[config.mk]
export PLATFORM = sky130hd
export DESIGN_NAME = lif_scheduler
export DESIGN_NICKNAME = d
export VERILOG_FILES = /design/src/rtl/lif_sched_pkg.sv /design/src/rtl/lif_update_core.sv /design/src/rtl/lif_scheduler.sv
export SDC_FILE = /design/constraint.sdc
export NUM_CORES = 1
export LEC_CHECK = 0
export ABC_AREA = 1
export ABC_CLOCK_PERIOD_IN_PS = 8200
export BUFFER_PORTS_ARGS = -buffer_cell sky130_fd_sc_hd__buf_2
export CAP_MARGIN = 20
export CORE_MARGIN = 8
export CORE_UTILIZATION = 40
export DETAILED_ROUTE_END_ITERATION = 8
export MAX_ROUTING_LAYER = met4
export PLACE_DENSITY = 0.55
export SLEW_MARGIN = 20
export SYNTH_ARGS = -nofsm -noshare
export SYNTH_HDL_FRONTEND = slang
export SYNTH_HIERARCHICAL = 1
export SYNTH_SLANG_ARGS = --single-unit
export TNS_END_PERCENT = 1
[constraint.sdc]
create_clock -name clk -period 8.2 [get_ports clk]
set_input_delay 0.41 -clock clk [delete_from_list [all_inputs] [get_ports clk]]
set_output_delay 0.41 -clock clk [all_outputs]
set_load 0.01 [all_outputs]
[src/rtl/lif_sched_pkg.sv]
// Shared types and constants for the LIF neuron scheduler.
package lif_sched_pkg;

    localparam int unsigned STATE_W    = 16;
    localparam int unsigned BETA_SHIFT = 8;
    localparam int unsigned PROD_W     = 2 * STATE_W;

    localparam logic [STATE_W-1:0] THRESH_RST = 16'd100;
    localparam logic [STATE_W-1:0] BETA_RST   = 16'd224;

    // Scheduler sequencing states.
    typedef enum logic [2:0] {
        IDLE   = 3'd0,
        LOAD   = 3'd1,
        UPDATE = 3'd2,
        EMIT   = 3'd3,
        NEXT   = 3'd4,
        DONE   = 3'd5
    } sched_state_e;

    // Shared neuron configuration, constant across a timestep.
    typedef struct packed {
        logic [STATE_W-1:0] threshold;
        logic [STATE_W-1:0] beta;
    } lif_cfg_t;

endpackage

[src/rtl/lif_update_core.sv]
// Combinational LIF step: spike test on the old state, otherwise leak and integrate.
module lif_update_core
    import lif_sched_pkg::*;
(
    input  logic [STATE_W-1:0] state_i,
    input  logic [STATE_W-1:0] current_i,
    input  logic [STATE_W-1:0] threshold_i,
    input  logic [STATE_W-1:0] beta_i,
    output logic [STATE_W-1:0] next_state_c_o,
    output logic               spike_c_o
);

    logic [PROD_W-1:0]  prod_c;
    logic [STATE_W-1:0] decay_c;

    // Q8 decay with truncation, modulo-2^16 accumulate, reset-to-zero on spike.
    always_comb begin
        prod_c         = PROD_W'(state_i) * PROD_W'(beta_i);
        decay_c        = STATE_W'(prod_c >> BETA_SHIFT);
        spike_c_o      = (state_i >= threshold_i);
        next_state_c_o = spike_c_o ? '0 : STATE_W'(current_i + decay_c);
    end

endmodule

[src/rtl/lif_scheduler.sv]
// Time-multiplexed LIF scheduler: one update datapath shared by N_NEURONS
// virtual neurons, fed by a current stream and emitting a spike-index stream.
// Optional refractory counters are enabled by defining LIF_SCHED_REFRACT_EN.
module lif_scheduler
    import lif_sched_pkg::*;
#(
    parameter int unsigned N_NEURONS = 4,
    parameter int unsigned IDX_W     = 2
`ifdef LIF_SCHED_REFRACT_EN
   ,parameter int unsigned REFRACT_STEPS = 2
`endif
) (
    input  logic               clk,
    input  logic               rst,
    input  logic               start,
    output logic               busy,
    output logic               done,
    input  logic               cfg_we,
    input  logic [15:0]        cfg_threshold,
    input  logic [15:0]        cfg_beta,
    input  logic               cur_valid,
    output logic               cur_ready,
    input  logic [15:0]        cur_data,
    output logic [IDX_W-1:0]   cur_idx,
    output logic               spk_valid,
    input  logic               spk_ready,
    output logic [IDX_W-1:0]   spk_idx,
    input  logic [IDX_W-1:0]   rd_idx,
    output logic [15:0]        rd_state
);

    localparam logic [IDX_W-1:0] LAST_IDX = IDX_W'(N_NEURONS - 1);

    sched_state_e       fsm_q, fsm_d;
    logic [IDX_W-1:0]   idx_q, idx_d;
    logic [STATE_W-1:0] cur_q, cur_d;
    lif_cfg_t           cfg_q, cfg_d;
    logic [STATE_W-1:0] mem_q [N_NEURONS];

    logic               busy_q, busy_d;
    logic               done_q, done_d;
    logic               cur_ready_q, cur_ready_d;
    logic               spk_valid_q, spk_valid_d;
    logic [IDX_W-1:0]   spk_idx_q, spk_idx_d;
    logic [IDX_W-1:0]   cur_idx_q;

    logic [STATE_W-1:0] core_next_c;
    logic               core_spike_c;
    logic [STATE_W-1:0] upd_next_c;
    logic               upd_spike_c;

    lif_update_core u_core (
        .state_i        (mem_q[idx_q]),
        .current_i      (cur_q),
        .threshold_i    (cfg_q.threshold),
        .beta_i         (cfg_q.beta),
        .next_state_c_o (core_next_c),
        .spike_c_o      (core_spike_c)
    );

`ifdef LIF_SCHED_REFRACT_EN
    localparam int unsigned REF_W = (REFRACT_STEPS > 0) ? $clog2(REFRACT_STEPS + 1) : 1;

    logic [REF_W-1:0] ref_q [N_NEURONS];
    logic             ref_active_c;

    // A refractory neuron swallows its current, stays at zero and cannot fire.
    always_comb begin
        ref_active_c = (ref_q[idx_q] != '0);
        upd_spike_c  = core_spike_c & ~ref_active_c;
        upd_next_c   = ref_active_c ? '0 : core_next_c;
    end

    // Refractory counters: load on spike, count down once per visited timestep.
    always_ff @(posedge clk or posedge rst) begin
        if (rst) begin
            for (int i = 0; i < int'(N_NEURONS); i++) begin
                ref_q[i] <= '0;
            end
        end else if (fsm_q == UPDATE) begin
            if (ref_active_c) begin
                ref_q[idx_q] <= ref_q[idx_q] - REF_W'(1);
            end else if (core_spike_c) begin
                ref_q[idx_q] <= REF_W'(REFRACT_STEPS);
            end
        end
    end
`else
    // Without refractory support the core result is used unchanged.
    always_comb begin
        upd_spike_c = core_spike_c;
        upd_next_c  = core_next_c;
    end
`endif

    // Next-state and registered-output decode.
    always_comb begin
        fsm_d     = fsm_q;
        idx_d     = idx_q;
        cur_d     = cur_q;
        cfg_d     = cfg_q;
        spk_idx_d = spk_idx_q;

        unique case (fsm_q)
            IDLE: begin
                if (cfg_we) begin
                    cfg_d.threshold = cfg_threshold;
                    cfg_d.beta      = cfg_beta;
                end
                if (start) begin
                    fsm_d = LOAD;
                end
            end
            LOAD: begin
                if (cur_valid && cur_ready_q) begin
                    cur_d = cur_data;
                    fsm_d = UPDATE;
                end
            end
            UPDATE: begin
                if (upd_spike_c) begin
                    spk_idx_d = idx_q;
                    fsm_d     = EMIT;
                end else begin
                    fsm_d = NEXT;
                end
            end
            EMIT: begin
                if (spk_valid_q && spk_ready) begin
                    fsm_d = NEXT;
                end
            end
            NEXT: begin
                if (idx_q == LAST_IDX) begin
                    idx_d = '0;
                    fsm_d = DONE;
                end else begin
                    idx_d = idx_q + IDX_W'(1);
                    fsm_d = LOAD;
                end
            end
            DONE: begin
                fsm_d = IDLE;
            end
            default: begin
                fsm_d = IDLE;
            end
        endcase

        busy_d      = (fsm_d != IDLE);
        done_d      = (fsm_d == DONE);
        cur_ready_d = (fsm_d == LOAD);
        spk_valid_d = (fsm_d == EMIT);
    end

    // Control, configuration and output registers.
    always_ff @(posedge clk or posedge rst) begin
        if (rst) begin
            fsm_q       <= IDLE;
            idx_q       <= '0;
            cur_q       <= '0;
            cfg_q       <= '{threshold: THRESH_RST, beta: BETA_RST};
            busy_q      <= 1'b0;
            done_q      <= 1'b0;
            cur_ready_q <= 1'b0;
            spk_valid_q <= 1'b0;
            spk_idx_q   <= '0;
            cur_idx_q   <= '0;
        end else begin
            fsm_q       <= fsm_d;
            idx_q       <= idx_d;
            cur_q       <= cur_d;
            cfg_q       <= cfg_d;
            busy_q      <= busy_d;
            done_q      <= done_d;
            cur_ready_q <= cur_ready_d;
            spk_valid_q <= spk_valid_d;
            spk_idx_q   <= spk_idx_d;
            cur_idx_q   <= idx_d;
        end
    end

    // Per-neuron membrane state, written once per neuron in UPDATE.
    always_ff @(posedge clk or posedge rst) begin
        if (rst) begin
            for (int i = 0; i < int'(N_NEURONS); i++) begin
                mem_q[i] <= '0;
            end
        end else if (fsm_q == UPDATE) begin
            mem_q[idx_q] <= upd_next_c;
        end
    end

    assign busy      = busy_q;
    assign done      = done_q;
    assign cur_ready = cur_ready_q;
    assign spk_valid = spk_valid_q;
    assign spk_idx   = spk_idx_q;
    assign cur_idx   = cur_idx_q;
    assign rd_state  = mem_q[rd_idx];

endmodule

==> out/metrics.yaml <==
die_x_um: 203.8
synthArstFlopShare_pct: 100.0
regToRegSetupSlack_ps: 470
clock_sink_count: 123
drcViolationCount: 0
setup.worst_path.start_class: "register"
cp_top_family: "adder cells"
drv.max_cap_violation_count: 0
n_fill_cell: 3507
insertion_delay_ps: 430
slowest_stage: "fa_1"
netlist.top_cell.by_area: "fa_1"
synth.top_cells.by_area: "fa_1 24%, dfrtp_1 21%, nand2_1 13%"
final_setup_skew_ps: 11.65
globalRoute.busiestLayer: "met2"
yosys_most_used_dff: "dfrtp_1"
first_pass_iters: 5
detail_route.vias_per_cell: 4.971
post_route_cells_drive_above_1_share_pct: 9.712
synth_top_family_by_area: "adder cells"
post_synth_xor_area_fraction_pct: 1.171
ff_latch_area_um2: 3085
crit_type: "register to register"
mappedNetlistArea_um2: 14100
gr-usage-met1_pct: 27.05
maxSlewHeadroom_pct: 34.21
crit_path_end_kind: "register"
finalWorstPathRequiredPeriod_ps: 7728
synth.net_count: 2231
die_footprint_um2: 41510
synth_adder_area_share_pct: 32.82
cts_htree_levels: 4
setup_slack_ps: 472.0
area_of_the_multi_input_gates_um2: 9031
met3_routing_resource_usage_after_global_routing_pct: 3.301
grt.overflow.total: 0
reg_to_reg_start: "cur_idx[0]$_DFFE_PP0N_"
setup-violations-final: 0
met2_grt_util_pct: 32.54
final.period_utilization_pct: 94.24
postSynthAreaPerCell_um2: 7.398
worst_ep_required_time_ps: 8530
max_freq_ghz: 0.1294
drt_wl_total_mm: 41.13
postSynthRegisterBits: 123
synth-compound-area-share_pct: 10.57
cp_num_buf_inv: 10
synthesis.yosys.warnings: 6
synth_top_area_share_pct: 23.85
dp_hpwl_mm: 30.28
synth_simple_gate_area_share_pct: 19.14
final_cell_mix: "504 x nand2_1, 444 x inv_1, 173 x o21ai_0, 168 x fa_1, 117 x dfrtp_1"
ctsHoldBuffers: 0
tritoncts_clock_tree: "yes"
finish.net_count: 2289
setup.worst_path.start: "cur_idx[0]$_DFFE_PP0N_"
maxSlewViolCount: 0
start_util_pct: 40.72
place.gp.congestion: 0.9173
status: "complete, no violations"
groute.usage.overall_pct: 20.66
core.rowCount: 68
timing.critical_path.arrival_ps: 8060
routed_wire_length_per_instance_um: 16.91
path_max_fanout: 36
first_global_vias: 12150
iter_0_drt_violations: 740
grt_first_pass_wirelength_mm: 65.68
root_buffer: "clkbuf_16"
worst_path_clk_slew_ps: 60
grt_max_degree: 66
worstSetupEndpoint: "mem_q[46]$_DFFE_PP0P_"
seq_area_frac_synth_pct: 21.88
number_of_hold_violations_in_the_final_report: 0
critPathMostFrequentCell: "inv_1"
io_pins: 80
dieHeight_um: 203.8
synth_mux_area_share_pct: 0
syn-instance-count: 1906
cts_buffers: 17
timing.rr.end: "mem_q[46]$_DFFE_PP0P_"
critPathMaxStageDelay_ps: 520
cp_num_cells: 36
via_count: 12090
detailedPlace.worstSlack_ps: 109.0
synth.lib_cells_used.distinct: 38
synth-edff-count: 0
buffer_ports.inserted: 79
floorplan.core_area_um2: 34630
final_common_cell: "nand2_1"
worst_case_reg_to_reg_path_depth: 36
num_antenna_cells: 0
area_growth_pct: 12.14
grt_antenna_before_repair: 0
cts.path.max_buffers: 2
worst_slew_pin_slew_ps: 985.8
worst_min_path_class: "primary input to asynchronous set/reset pin"
drtAntennaViolNets: 0
## Yosys cell counts (2+ instances only)
library cell	n
inv_1	446
o21a_1	2
inv_2	6
o21ai_0	174
buf_4	2
a21oi_1	52
o31ai_1	2
nand2_2	5
o21bai_1	4
o211ai_1	2
xor2_1	13
o21ai_1	10
dfstp_2	6
clkbuf_1	71
dfrtp_1	117
ha_1	101
nor2_1	104
nand3_1	38
buf_2	11
nor3_1	8
nand4_1	3
xnor2_1	4
nand2_1	506
fa_1	168
nor4_1	4
nand3_2	4
o22ai_1	32
## repair_timing
action	CTS	global route
setup endpoints to repair	0	40
gates resized for setup	0	19
setup buffers	0	16
## cell families after synthesis
group           after synthesis
flops                       123
buf+inv                     536
fa+ha+maj                   269
xor+xnor                     18
simple gates                678
compound gates              282
## worst min-delay path by stage
stage                                from                     to  slack [ps]
detailed placement  cfg_q[26]$_DFFE_PP0P_  cfg_q[26]$_DFFE_PP0P_         470
global route                  cur_data[2]   cur_q[2]$_DFFE_PP0P_         170
floorplan           cfg_q[14]$_DFFE_PP0P_  cfg_q[14]$_DFFE_PP0P_         450
finish                                rst  cfg_q[13]$_DFFE_PP0P_         120
global placement    cfg_q[26]$_DFFE_PP0P_  cfg_q[26]$_DFFE_PP0P_         470
CTS                                   rst  cfg_q[13]$_DFFE_PP0P_         150
## area by class of cell
| class | instances | share of cell area, % |
|---|---|---|
| multi-input combinational | 1247 | 57.12 |
| inverter | 452 | 10.77 |
| clock buffer | 17 | 2.691 |
| clock inverter | 15 | 1.163 |
| sequential | 123 | 19.51 |
| tap | 455 | 3.601 |
| timing repair buffer | 123 | 5.144 |
## layer usage
layer	routed length [µm]	vias to the layer above
met5	0	-
met4	1079	0
met3	2238	66
met2	19090	375
met1	18730	5819
li1	-	5829
## sequential cells by signal (all words and copies together), names as in the netlist
name and flops:
spk_idx 2, cur_idx 2, spk_valid 1, fsm_q 3
cfg_q 32, cur_q 16, cur_ready 1, mem_q 64
busy 1, done 1
## through the flow
| stage | TNS, ps | cell area (µm²) | std cells | hold slack [ps] | util, % |
|---|---|---|---|---|---|
| finish | 0 | 15810 | 2432 | 123.7 | 45.66 |
| global route | -103.5 | 15810 | 2432 | 171.5 | 45.66 |
| CTS | 0 | 15530 | 2413 | 147.8 | 44.84 |
| detailed placement | 0 | 14920 | 2381 | 472.7 | 43.08 |
| global placement | 0 | 14920 | 2381 | 471.0 | 43.08 |
| floorplan | 0 | 14100 | 1906 | 447.8 | - |
Power is not shown: default switching activity piles up to over one toggle a cycle in this logic, so the estimate is an artifact.
